--- src/rtl/serial_subtractor.sv ---
// -----------------------------------------------------------------------------
// serial_subtractor
//   Bit-serial unsigned subtractor: diff = a - b (mod 2^WIDTH), LSB first,
//   one bit per clock through a full-subtractor cell and a borrow flip-flop.
//   A start pulse accepted in IDLE loads the operands. WIDTH edges later,
//   diff/bout are updated and done pulses high for one cycle.
//
//   Handshake: start is a request that is honoured only when busy=0, which is
//   the IDLE state. The operands a/b are captured on that accepting edge only.
//   A start seen while busy=1 is dropped, not queued. done is a one-cycle
//   qualifier meaning "diff/bout were just written". Between done pulses,
//   diff/bout hold the last completed result.
//
// Ports
//   clk    in   1      rising-edge clock
//   rst    in   1      synchronous active-high reset (aborts any operation)
//   start  in   1      load a/b and begin (IDLE only)
//   a      in   WIDTH  minuend
//   b      in   WIDTH  subtrahend
//   busy   out  1      registered, high while state != IDLE
//   done   out  1      registered one-cycle result strobe
//   diff   out  WIDTH  registered difference
//   bout   out  1      registered final borrow (1 when a < b, unsigned)
// -----------------------------------------------------------------------------
module serial_subtractor #(
    parameter int WIDTH = 8
) (
    input  logic             clk,
    input  logic             rst,
    input  logic             start,
    input  logic [WIDTH-1:0] a,
    input  logic [WIDTH-1:0] b,
    output logic             busy,
    output logic             done,
    output logic [WIDTH-1:0] diff,
    output logic             bout
);

    localparam int CW = (WIDTH > 1) ? $clog2(WIDTH) : 1;
    // Last bit index. With CW = clog2(WIDTH), this still fits when WIDTH is a
    // power of two, so count never has to reach WIDTH itself.
    localparam logic [CW-1:0] LAST = CW'(WIDTH - 1);

    typedef enum logic [1:0] {
        S_IDLE  = 2'd0,
        S_SHIFT = 2'd1,
        S_DONE  = 2'd2
    } state_t;

    state_t           state;
    state_t           next_state;
    logic [WIDTH-1:0] a_sr;
    logic [WIDTH-1:0] b_sr;
    logic [WIDTH-1:0] r_sr;
    logic             br;
    logic [CW-1:0]    count;

    // Full-subtractor cell on the current LSBs.
    logic d;
    logic br_next;
    logic last_bit;

    always_comb begin
        d        = a_sr[0] ^ b_sr[0] ^ br;
        br_next  = (~a_sr[0] & b_sr[0]) | (~(a_sr[0] ^ b_sr[0]) & br);
        last_bit = (count == LAST);
    end

    // Next-state logic.
    always_comb begin
        next_state = state;
        case (state)
            S_IDLE:  if (start) next_state = S_SHIFT;
            S_SHIFT: if (last_bit) next_state = S_DONE;
            S_DONE:  next_state = S_IDLE;
            default: next_state = S_IDLE;
        endcase
    end

    // State register.
    always_ff @(posedge clk) begin
        if (rst) begin
            state <= S_IDLE;
        end else begin
            state <= next_state;
        end
    end

    // Datapath and registered outputs.
    always_ff @(posedge clk) begin
        if (rst) begin
            a_sr  <= '0;
            b_sr  <= '0;
            r_sr  <= '0;
            br    <= 1'b0;
            count <= '0;
            busy  <= 1'b0;
            done  <= 1'b0;
            diff  <= '0;
            bout  <= 1'b0;
        end else begin
            // busy follows the state being entered so it is aligned with it.
            busy <= (next_state != S_IDLE);
            done <= (state == S_SHIFT) && last_bit;
            case (state)
                S_IDLE: begin
                    if (start) begin
                        a_sr  <= a;
                        b_sr  <= b;
                        r_sr  <= '0;
                        br    <= 1'b0;
                        count <= '0;
                    end
                end
                S_SHIFT: begin
                    a_sr  <= a_sr >> 1;
                    b_sr  <= b_sr >> 1;
                    r_sr  <= {d, r_sr[WIDTH-1:1]};
                    br    <= br_next;
                    // Wraps to zero after the last bit when WIDTH is a power
                    // of two. That is harmless because IDLE reloads count.
                    count <= count + 1'b1;
                    if (last_bit) begin
                        diff <= {d, r_sr[WIDTH-1:1]};
                        bout <= br_next;
                    end
                end
                default: ;
            endcase
        end
    end

endmodule
--- config.mk ---
export PLATFORM = sky130hd
export DESIGN_NAME = serial_subtractor
export DESIGN_NICKNAME = d
export VERILOG_FILES = /design/src/rtl/serial_subtractor.sv
export SDC_FILE = /design/constraint.sdc
export NUM_CORES = 1
export LEC_CHECK = 0
export CORE_MARGIN = 4
export CORE_UTILIZATION = 45
export DETAILED_ROUTE_END_ITERATION = 10
export PLACE_DENSITY = 0.8
export SLEW_MARGIN = 30
export SYNTH_ARGS = -nofsm -noshare
export SYNTH_HDL_FRONTEND = slang
export SYNTH_SLANG_ARGS = --single-unit
--- constraint.sdc ---
create_clock -name clk -period 1.55 [get_ports clk]
set_input_delay 0.155 -clock clk [delete_from_list [all_inputs] [get_ports clk]]
set_output_delay 0.155 -clock clk [all_outputs]
set_load 0.01 [all_outputs]
# [After elaboration in Yosys (flattened, before gate mapping)]
# Index checks and enable logic that the tools add are counted.
[classes] n_addsub=1 eq_ne=3 n_mux=13 bitwise=7 n_reduce_logical=6
[ops] cell="one-hot mux 8 bit (2 select lines)" n=3
[ops] cell="two-way mux 8 bit" n=3
[ops] cell="one-hot mux 3 bit (2 select lines)" n=1
[ops] cell="two-way mux 2 bit" n=2
[ops] cell="one-hot mux 2 bit (2 select lines)" n=1
[ops] cell="AND reduction 2 bit" n=2
[ops] cell="nonzero test 2 bit" n=2
[ops] cell="adder 3 x 1 -> 3 bit, second input constant" n=1
[ops] cell="equality test 3 bit, second input constant" n=1
[ops] cell="two-way mux 3 bit" n=1
[ops] cell="bitwise AND 1 bit" n=2
[ops] cell="equality test 2 x 1 -> 1 bit, second input constant" n=1
[ops] cell="logical NOT 2 bit" n=1
[ops] cell="inequality test 2 bit, second input constant" n=1
[ops] cell="NOT 1 bit" n=2
[ops] cell="one-hot mux 1 bit (2 select lines)" n=1
[ops] cell="bitwise XOR 1 bit" n=2
[ops] cell="logical AND 1 bit" n=1
[ops] cell="two-way mux 1 bit" n=1
[ops] cell="OR 1 bit" n=1
[totals] regBits=41 inputBits=19 output_inout_bits=11 wordCells=40

# [Depth between registers and ports, before layout]
[depth] depth_word=5 ltp_mapped=6 ltp_nobuf=5

# [Worst setup path before layout]
# No wires, ideal clock.
[synth_path] kind="reg-to-reg" startpoint="reg count[0]" endpoint="reg bout" setup_time_ps=86 arrival_time_ps=1188 required_ps=1464 path_slack_ps=277 path_stages_with_launch=6 n_path_buf=1 synth_period_minus_slack_ps=1273 cell_sequence="dfxtp_1 ha_1 ha_1 and3b_1 buf_2 a211oi_1"
[synth_via] elab_chain_cells=2
[synth_rtl] item="start: declaration" line="56" rtl="logic [CW-1:0] count;"
[synth_rtl] item="start signal: assignment" line="122" rtl="count <= count + 1'b1;"
[synth_rtl] item="equality test 3 bit" line="66" rtl="last_bit = (count == LAST);"
[synth_rtl] item="AND reduction 2 bit (no line)"
[synth_rtl] item="end signal: assignment" line="125" rtl="bout <= br_next;"
[synth_rtl] item="end: declaration" line="36" rtl="output logic bout"
# No other way between the ends.
# A chain may end at the register's enable or synchronous reset.

# [Final worst setup path]
[layout_path] startpoint="reg bout" endpoint="out bout"
# No word-level cell between the ends.

==> results.md <==
• later-pin clock latency in the skew report: 0.33 ns
• CTS clk-pin slew, worst paths: 0.12 ns
• post-layout instance area: 0.001999 mm2
• Horiz. Die Dim: 68.05 um
• Leak: 0.7477 nW
• Sink Count: 40
• vias after detailed routing: 1238
• via count of the first global-routing pass: 1286
• Crit-path slowest cell: clkdlybuf4s50_1
• number of register bits inferred by synthesis: 40
• fraction of power spent switching nets: 25.02%
• transition time of the tightest slew-check pin: 0.3957 ns
• Tot GR Track Use: 15.38%
• maximum number of pins on one net before global-route repair: 41
• worst reg-to-reg setup slack: 0.15 ns
• number of H-tree levels: 2
• cells traversed along the worst timing path: clkdlybuf4s50_1
• crit path kind: reg -> out
• weighted congestion at the end of routability-driven global placement: 0.7161
• proportion of power drawn by combinational gates: 13.1%
• Max stage delay on crit path: 0.55 ns
• total die area: 0.004631 mm2
• distinct cell type count after synthesis: 22
• Yosys Warn Count: 0
• Top FF cell, synth: dfxtp_1
• capturing point of the worst reg2reg path: diff[6]
• CP top delay family: buffers and inverters
• skew final: 0.006813 ns
• remaining antenna violation count: 0
• area overhead of the layout relative to synthesis: 23.21%
• sink of the worst hold path: a_sr[7]
• setup repair after global routing missed its margin: false
• post-layout net count: 212
• length of the first detailed-routing pass in iterations: 5
• Register-to-Register Path Depth: 5
• post-synthesis instance total: 162
• DPL Wire Length: 2216 um
• Setup TNS: 0 ns
• cell area after synthesis: 0.001623 mm2
• worst slew margin relative to its limit: 73.54%
• CP Depth: 1
• TritonCTS Buffers: 5
• share of final-layout standard cells stronger than drive strength 1: 13.09%
• internal power contribution: 1.418 mW
• post-layout min period: 1.406 ns
• Highest Clock Rate: 0.7114 GHz
• master cell of the clock root buffer: clkbuf_4
• drt drc: 0
• total overflow reported by the global router: 0
• antenna violations before repair: 0
• number of filler instances in the final layout: 300
• data required time at the worst endpoint: 1.39 ns
• antenna cells: 0
• floorplan die height: 68.05 um
• total net switching power: 0.4732 mW
• Core Area: 0.003416 mm2
• routed wire length: 3135 um
• final-report setup violation count: 0
• starting density of the core: 47.51%
• CP Capture Type: primary output
• number of post-CTS setup repair buffers: 0
• worst IR drop on VDD: 0.0004893 V
• drt initial violations: 83
• outcome: completed
• maximum clock insertion buffer count: 2
• Placed Instance Area: 0.001937 mm2
• number of ports placed on the die boundary: 30
• Hold Startpoint: a[7]
• final clock period utilization by the worst path: 90.69%
• worst flop-to-flop path startpoint: count[0]
• CP bufs+invs: 1
• kind of launch point of the worst setup path: register
• clock share of power: 28.7%
• biggest fanout along the worst timing path: 2
• total number of placement rows: 21
• Reg power frac: 58.2%
• Min-Delay Path Depth: 3
• DR WL/cell: 13.23 um
• number of max-capacitance violations reported: 0
• number of buffers inserted by port buffering: 29
• data arrival time of the critical path: 1.25 ns
• total nets after synthesis: 184
• clock tree from TritonCTS: done
• Final Hold Viols: 0
• total power density per cell area: 945.7 mW/mm2
• number of synthesized flops with an enable pin: 0
• number of pins exceeding their max-slew limit in the final report: 0
• asr flop ratio synth: 0%
• class of the worst hold path: in -> reg
• global-route wire length before repair: 5382 um
• share of the core filled with cells: 58.53%
• via density per instance: 5.224
• part of the Yosys area used for sequential elements: 49.34%
• Avg Inst Size Synth: 10.02 um2
## metrics by stage
stage / hold WS, ns / cells / power [mW] / worst slack [ns]
5_1_grt: 0.4787 / 237 / 1.972 / 0.008518
3_3_place_gp: 0.4485 / 229 / 1.357 / 0.1977
4_1_cts: 0.4404 / 237 / 1.905 / 0.07112
6_report: 0.4532 / 237 / 1.891 / 0.1443
2_1_floorplan: 0.3033 / 162 / 1.291 / 0.2767
3_5_place_dp: 0.4488 / 229 / 1.374 / 0.07892
## state kept, by name, summed over array words and instances, names as in the netlist
signal,flops
a_sr,8
b_sr,8
bout,1
br,1
busy,1
count,3
diff,8
done,1
r_sr,7
state,2
## synthesized netlist by cell type (2+ instances only)
master    number  share of area, %
a21oi_1        8               2.5
inv_1          3              0.69
a211oi_2      10               7.7
buf_6          3               2.1
a22oi_1       12               5.6
clkbuf_1       4              0.92
buf_4          2              0.92
ha_1           2               1.5
nand2_1       16               3.7
nor2_1        31               7.2
buf_2          2              0.62
dfxtp_1       40                49
a211oi_1       7               3.2
mux2i_1       14               8.6
## cells in the final DEF, fill, tap and decap left out, types with 2 or more instances in the layout
cell	n
a211oi_1	7
a211oi_2	10
a21oi_1	8
a22oi_1	12
buf_12	2
buf_4	2
clkbuf_4	5
clkdlybuf4s50_1	29
clkinv_2	2
dfxtp_1	40
ha_1	2
inv_1	3
mux2i_1	14
nand2_1	16
nor2_1	31
## power by group through the flow
stage	Combinational, mW	Sequential (mW)	Clock (mW)
floorplan	0.175	1.12	0
global placement	0.237	1.12	0
detailed placement	0.250	1.12	0
CTS	0.251	1.10	0.553
global route	0.275	1.11	0.590
finish	0.248	1.10	0.542
## per-layer routing
metal | vias to the layer above | GRT usage (%) | wire (um)
met4 | 0 | 7.444 | 53
met1 | 595 | 16.06 | 1292
met2 | 15 | 28.76 | 1713
li1 | 624 | - | -
met5 | - | 0 | 0
met3 | 4 | 3.284 | 76
## final cells by class
class                           count  area, um2  share of cell area (%)
Inverter                            3      11.26                  0.5632
Timing Repair Buffer               33      345.3                   17.27
Multi-Input combinational cell    107      723.2                   36.17
Clock inverter                      2      10.01                  0.5006
Tap cell                           46      57.56                   2.879
Clock buffer                        6      51.30                   2.566
Sequential cell                    40      800.8                   40.05
## how the worst max path moves through the flow
stage                         from  slack, ns      end
after floorplan           count[0]       0.28     bout
after global placement       start       0.20  b_sr[2]
after detailed placement  count[0]       0.08     bout
after CTS                 count[0]       0.07     bout
after global routing      count[0]      0.009  diff[6]
final                         bout       0.14     bout
## what timing repair did
| action | CTS | global route |
|---|---|---|
| endpoints found under the setup margin | 0 | 1 |
| resized for setup | 0 | 1 |
| hold buffers | 0 | 0 |
## kinds of logic (layout without fill, tap and decap cells)
kind of cell / count (synthesis) / count (layout) / synth area share (%)
buf+inv: 15 / 44 / 6.167
simple gates: 51 / 51 / 12.80
mux: 14 / 14 / 8.635
flops: 40 / 40 / 49.34
compound gates: 39 / 39 / 20.28
fa+ha+maj: 3 / 3 / 2.775
Power figures use the tool's default switching activity.
